==> src/rtl/text_renderer.sv <==
// Text-mode LCD renderer: character VRAM + font ROM to RGB565 through a 4-clock pixel pipeline.
// Defining TEXT_RENDERER_CURSOR_EN adds a blinking underline cursor.
module text_renderer #(
  parameter int          H_ACTIVE     = 480,
  parameter int          H_BLANK      = 51,
  parameter int          V_ACTIVE     = 272,
  parameter int          V_BLANK      = 20,
  parameter int          FONT_H       = 16,
  parameter logic [15:0] FG           = 16'hFFFF,
  parameter logic [15:0] BG           = 16'h0000,
  parameter int          BLINK_FRAMES = 32,
  localparam int         COLS         = H_ACTIVE / 8,
  localparam int         ROWS         = V_ACTIVE / FONT_H,
  localparam int         VA_W         = $clog2(COLS * ROWS),
  localparam int         FA_W         = 8 + $clog2(FONT_H)
) (
  input  logic            clk,
  input  logic            rst,
  output logic [VA_W-1:0] v_adb,
  input  logic [7:0]      v_dout,
  output logic [FA_W-1:0] f_ad,
  input  logic [7:0]      f_dout,
  output logic            LCD_DE,
  output logic [4:0]      LCD_R,
  output logic [5:0]      LCD_G,
  output logic [4:0]      LCD_B,
  output logic            vsync,
  input  logic [4:0]      scroll_row,
  input  logic            cursor_on,
  input  logic [5:0]      cursor_col,
  input  logic [4:0]      cursor_row
);

  localparam int H_TOTAL = H_ACTIVE + H_BLANK;
  localparam int V_TOTAL = V_ACTIVE + V_BLANK;
  localparam int HW      = $clog2(H_TOTAL);
  localparam int VW      = $clog2(V_TOTAL);
  localparam int FL_W    = $clog2(FONT_H);

  logic [HW-1:0]   r_h_cnt;
  logic [VW-1:0]   r_v_cnt;
  logic [4:0]      r_scroll;
  logic [VA_W-1:0] r_v_adb;
  logic [FA_W-1:0] r_f_ad;
  logic [3:0]      r_valid;
  logic [3:0]      r_cur;
  logic [3:0][2:0] r_x;
  logic [FL_W-1:0] r_line1;
  logic [FL_W-1:0] r_line2;

  logic            w_h_wrap;
  logic            w_active;
  logic            w_vsync;
  logic            w_cur;
  logic [VW-1:0]   w_scr_row;
  logic [FL_W-1:0] w_line;
  logic [HW-1:0]   w_col;
  logic [VW:0]     w_row_sum;
  logic [VW:0]     w_text_row;
  logic [VA_W-1:0] w_addr;
  logic            w_pix;
  logic            w_de;
  logic [15:0]     w_colour;

  assign w_h_wrap  = (r_h_cnt == HW'(H_TOTAL - 1));
  assign w_active  = (r_h_cnt < HW'(H_ACTIVE)) && (r_v_cnt < VW'(V_ACTIVE));
  assign w_vsync   = !rst && (r_h_cnt == '0) && (r_v_cnt == VW'(V_ACTIVE));
  assign w_scr_row = r_v_cnt >> FL_W;
  assign w_line    = r_v_cnt[FL_W-1:0];
  assign w_col     = r_h_cnt >> 3;

  // Both operands are below ROWS, so a single conditional subtract is a full modulo.
  assign w_row_sum  = {1'b0, w_scr_row} + (VW + 1)'(r_scroll);
  assign w_text_row = (w_row_sum >= (VW + 1)'(ROWS)) ? w_row_sum - (VW + 1)'(ROWS) : w_row_sum;
  assign w_addr     = VA_W'(w_text_row) * VA_W'(COLS) + VA_W'(w_col);

  always_ff @(posedge clk) begin
    if (rst) begin
      r_h_cnt <= '0;
      r_v_cnt <= '0;
    end else begin
      r_h_cnt <= w_h_wrap ? '0 : r_h_cnt + 1'b1;
      if (w_h_wrap) begin
        r_v_cnt <= (r_v_cnt == VW'(V_TOTAL - 1)) ? '0 : r_v_cnt + 1'b1;
      end
    end
  end

  // Scroll is sampled only at frame start so a frame is never torn.
  always_ff @(posedge clk) begin
    if (rst) begin
      r_scroll <= '0;
    end else if (w_vsync) begin
      r_scroll <= 5'(int'(scroll_row) % ROWS);
    end
  end

`ifdef TEXT_RENDERER_CURSOR_EN
  localparam int FC_W = (BLINK_FRAMES > 1) ? $clog2(BLINK_FRAMES) : 1;

  logic [FC_W-1:0] r_frame_cnt;
  logic            r_blink_hide;

  always_ff @(posedge clk) begin
    if (rst) begin
      r_frame_cnt  <= '0;
      r_blink_hide <= 1'b0;
    end else if (w_vsync) begin
      if (r_frame_cnt == FC_W'(BLINK_FRAMES - 1)) begin
        r_frame_cnt  <= '0;
        r_blink_hide <= ~r_blink_hide;
      end else begin
        r_frame_cnt <= r_frame_cnt + 1'b1;
      end
    end
  end

  assign w_cur = cursor_on && !r_blink_hide && (w_line >= FL_W'(FONT_H - 2)) &&
                 (32'(w_col) == 32'(cursor_col)) && (32'(w_scr_row) == 32'(cursor_row));
`else
  logic w_unused_cursor;
  assign w_unused_cursor = ^{cursor_on, cursor_col, cursor_row};
  assign w_cur           = 1'b0;
`endif

  // Stage 1 drives VRAM, stage 3 drives the font ROM, stage 4 meets the glyph byte.
  always_ff @(posedge clk) begin
    if (rst) begin
      r_valid <= '0;
      r_cur   <= '0;
      r_x     <= '0;
      r_line1 <= '0;
      r_line2 <= '0;
      r_v_adb <= '0;
      r_f_ad  <= '0;
    end else begin
      r_valid <= {r_valid[2:0], w_active};
      r_cur   <= {r_cur[2:0], w_cur & w_active};
      r_x     <= {r_x[2:0], r_h_cnt[2:0]};
      r_line1 <= w_line;
      r_line2 <= r_line1;
      r_v_adb <= w_active ? w_addr : '0;
      r_f_ad  <= {v_dout, r_line2};
    end
  end

  always_comb begin
    w_pix    = f_dout[3'd7 - r_x[3]];
    w_colour = (w_pix ^ r_cur[3]) ? FG : BG;
    w_de     = r_valid[3] & ~rst;
  end

  assign v_adb                 = r_v_adb;
  assign f_ad                  = r_f_ad;
  assign vsync                 = w_vsync;
  assign LCD_DE                = w_de;
  assign {LCD_R, LCD_G, LCD_B} = w_de ? w_colour : 16'h0000;

endmodule

==> config.mk <==
export PLATFORM = sky130hd
export DESIGN_NAME = text_renderer
export DESIGN_NICKNAME = d
export VERILOG_FILES = /design/src/rtl/text_renderer.sv
export SDC_FILE = /design/constraint.sdc
export NUM_CORES = 1
export LEC_CHECK = 0
export ABC_AREA = 1
export CORE_MARGIN = 3
export CORE_UTILIZATION = 50
export DETAILED_ROUTE_END_ITERATION = 6
export GPL_ROUTABILITY_DRIVEN = 0
export PLACE_DENSITY = 0.87
export SLEW_MARGIN = 20
export SYNTH_ARGS = -nofsm -noshare
export SYNTH_HDL_FRONTEND = slang
export SYNTH_SLANG_ARGS = --single-unit
==> constraint.sdc <==
create_clock -name clk -period 7.2 [get_ports clk]
set_input_delay 0.72 -clock clk [delete_from_list [all_inputs] [get_ports clk]]
set_output_delay 0.72 -clock clk [all_outputs]
set_load 0.01 [all_outputs]
==> key figures <==
Critical path
  – Worst R2R End: v_adb[8]
  – Critical Path Start: r_v_cnt[4]
  – WP data required: around 7.5 ns
  – WP data arrival: roughly 5.8 ns
  – Startpoint types: flop
  – CP endpoint kind: flop
  – Worst path slowest cell: fa_1
  – CP Max Fanout: 6
  – Slowest Stage Delay on Critical Path: around 0.56 ns
  – Worst r2r path cells: 27
  – Worst reg-to-reg setup slack: roughly 1.7 ns
  – Crit path top cell by count: inv_1
  – Setup crit end: v_adb[8]
  – Crit path kind: flop to flop
  – RR Startpoint: r_v_cnt[4]

Clock tree
  – Hold buffers post-CTS: 0
  – CTS tree: built
  – Clock Latency Late Sink: 0.35 ns
  – H-tree levels: 3
  – Clock sink count: 70
  – Clock Tree Root: clkbuf_8
  – Max clock buf depth: 2
  – PostCTS Resize Cnt: 0
  – Clock buffer count from CTS: 9
  – Post-CTS setup buffers: 0
  – Worst-path clk slew: roughly 0.090 ns

STA
  – RSZ-0062 raised after global routing: no
  – Max Clk Rate: ~180 MHz
  – Setup_tns: 0 ns
  – Final setup fails: 0
  – Final Cycle Share: between 70 and 80%
  – Max transition margin: between 20% and 30%
  – Max Slew Vio Count: 0
  – Min cycle time layout: around 5.5 ns
  – Clk_skew: approximately 0.012 ns
  – Pin slew with the least headroom to its limit: around 1.0 ns
  – Final Hold Violating Endpoints: 0

Synthesis
  – Asr flop ratio synth: 0%
  – Post-synth EDFFs: 0
  – Yosys top cell area share: a little over a third
  – Synth Flop Type: dfxtp_1
  – Flops & latches, synth: 70
  – Count leader, synth: inv_1
  – Top post-synthesis cells by area: dfxtp_1, inv_1, nor2_1
  – Area leader, netlist: dfxtp_1
  – Synth Area per Inst: ~7.6 µm²
  – Seq/Total Area, Yosys: 36.47%
  – Yosys warns: 0
  – Netlist Area Pre-Place: 3842 µm²
  – Post-Syn Instances: between 500 and 600
  – Most frequent cells after synthesis: inv_1, nor2_1, dfxtp_1
  – Synth unique cells: 42
  – Syn nets: approximately 570

Detailed routing
  – WL final: about 7.5 mm
  – Drt first pass iters: 4
  – WL/cell: approximately 11 µm
  – Number of routed nets with antenna violations: 0
  – Via/cell ratio: 4.865
  – Initial DRC count: about 130
  – Drt drc: 0
  – Via Count: between 3,000 and 4,000

Hold path
  – Min-Delay Path Class: flop to flop

Floorplanning
  – Io pins: 75
  – Die span in x: about 94 µm
  – Die area: ~8800 µm²
  – Site Rows: 31
  – Die H: between 90 and 100 µm
  – Area of the core: about 7400 µm²
  – Initial core utilization: between 50% and 60%

Final layout
  – Fin util: between 60% and 70%
  – Share of cells above drive strength 1: around 8.4%
  – Final nets: about 630
  – Post-synthesis to final-layout area growth: 21.07%
  – # diodes: 0

Pwr
  – Sw Pwr: slightly below 200 µW
  – Pint: approximately 550 µW
  – Net Sw Frac: a little over a quarter
  – Maximum vdd drop: between 0.00008 and 0.00009 V
  – Comb pwr share: 6.1%
  – Pwr Density: approximately 160 nW/µm²
  – Total power: between 700 and 800 µW
  – Sequential power share: around 53%
  – Total leakage power: about 0.0021 µW
  – Clock share of power: roughly 41%

Global routing
  – Vias in the first global route: a little over 3,000
  – Largest net degree at the start of global routing: between 40 and 50
  – Total global routing overflow: 0
  – First-pass GRT wire length: 12.72 mm
  – Gr usage total: 17.87%
  – Initial antenna violation count: 0

Job
  – Max-Cap Viols: 0

Run status
  – Status: finished, final reports clean

Placement
  – PortBufs: between 60 and 70
  – HPWL Detailed: slightly below 6 mm
[per-layer routing]
layer	wire (µm)	share of wire, %	track usage (%)
met1	3127	42	19.92
met2	3830	51	33.65
met3	412	5.5	4.487
met4	119	1.6	4.573
met5	0	0	0
[state kept, by name (all words and copies together), names as in the netlist]
register / flops
r_valid: 4
r_h_cnt: 10
r_line1: 4
r_line2: 4
r_v_cnt: 9
r_scroll: 5
f_ad: 12
r_x: 12
v_adb: 10
[cell usage in the layout (no fill, tap or decap), types with 2 or more instances in the layout]
cell and instances:
inv_1 97, nor2_1 87, dfxtp_1 70, clkdlybuf4s50_1 62
nand2_1 55, ha_1 25, a21oi_1 20, o21ai_0 18
nor3_1 16, nand3_1 16, fa_1 10, nand2_2 9
clkbuf_8 9, nand4_1 6, xnor2_1 5, xor2_1 5
nor3b_1 5, a31oi_1 5, nand2_4 4, nand3_2 3
inv_8 3, inv_2 2, o21ai_2 2, or2_2 2
a311oi_1 2, inv_6 2
[cell families (layout without fill, tap and decap cells)]
kind of cell               Yosys count  count (layout)  synth area share (%)
AOI/OAI and AO/OA                   56              56                 8.923
xor gates and xnor gates            11              11                 2.703
adders and majority gates           35              35                 13.35
buffers and inverters              123             180                 13.61
DFF                                 70              70                 36.47
muxes                                1               1                0.2605
and+or+nand+nor                    207             207                 24.68
[power groups by stage]
stage	combinational [µW]	sequential [µW]	clock (µW)
global placement	44.2	405	0
CTS	46.4	396	318
detailed placement	46.0	405	0
finish	46.0	396	310
floorplan	21.7	406	0
global route	51.6	397	338
[worst max-delay path: cells and delay by family, from the launching register on]
kind,cells,cell delay [ns]
adders and majority gates,6,2.39
AOI/OAI and AO/OA,6,1.20
buffers and inverters,6,0.40
DFF,1,0.44
and+or+nand+nor,9,0.98
[through the flow]
step | area (µm²) | cells | hold WS [ns] | setup slack, ns
2_1_floorplan | 3842 | 503 | 0.3883 | 2.287
3_3_place_gp | 4453 | 643 | 0.3890 | 1.946
3_5_place_dp | 4453 | 643 | 0.3923 | 1.775
4_1_cts | 4652 | 659 | 0.4002 | 1.734
5_1_grt | 4652 | 659 | 0.4120 | 1.311
6_report | 4652 | 659 | 0.3987 | 1.710
[how the worst min path moves through the flow]
stage / start / endpoint / slack [ns] / cells past startpoint
2_1_floorplan: r_line2[0] / f_ad[0] / 0.39 / 2
3_3_place_gp: r_x[3] / r_x[6] / 0.39 / 2
3_5_place_dp: r_line1[3] / r_line2[3] / 0.39 / 2
4_1_cts: r_line1[3] / r_line2[3] / 0.40 / 2
5_1_grt: r_x[6] / r_x[9] / 0.41 / 2
6_report: r_line1[3] / r_line2[3] / 0.40 / 2
[cell type report]
class | count | area (µm²)
tap | 99 | 123.9
multi-input combinational | 310 | 1918
inverter | 101 | 381.6
clock buffer | 9 | 123.9
sequential | 70 | 1401
timing repair buffer | 63 | 628.1
fill | 645 | 2718
clock inverter | 7 | 75.07
No activity file was read; power rests on OpenSTA's default activity.
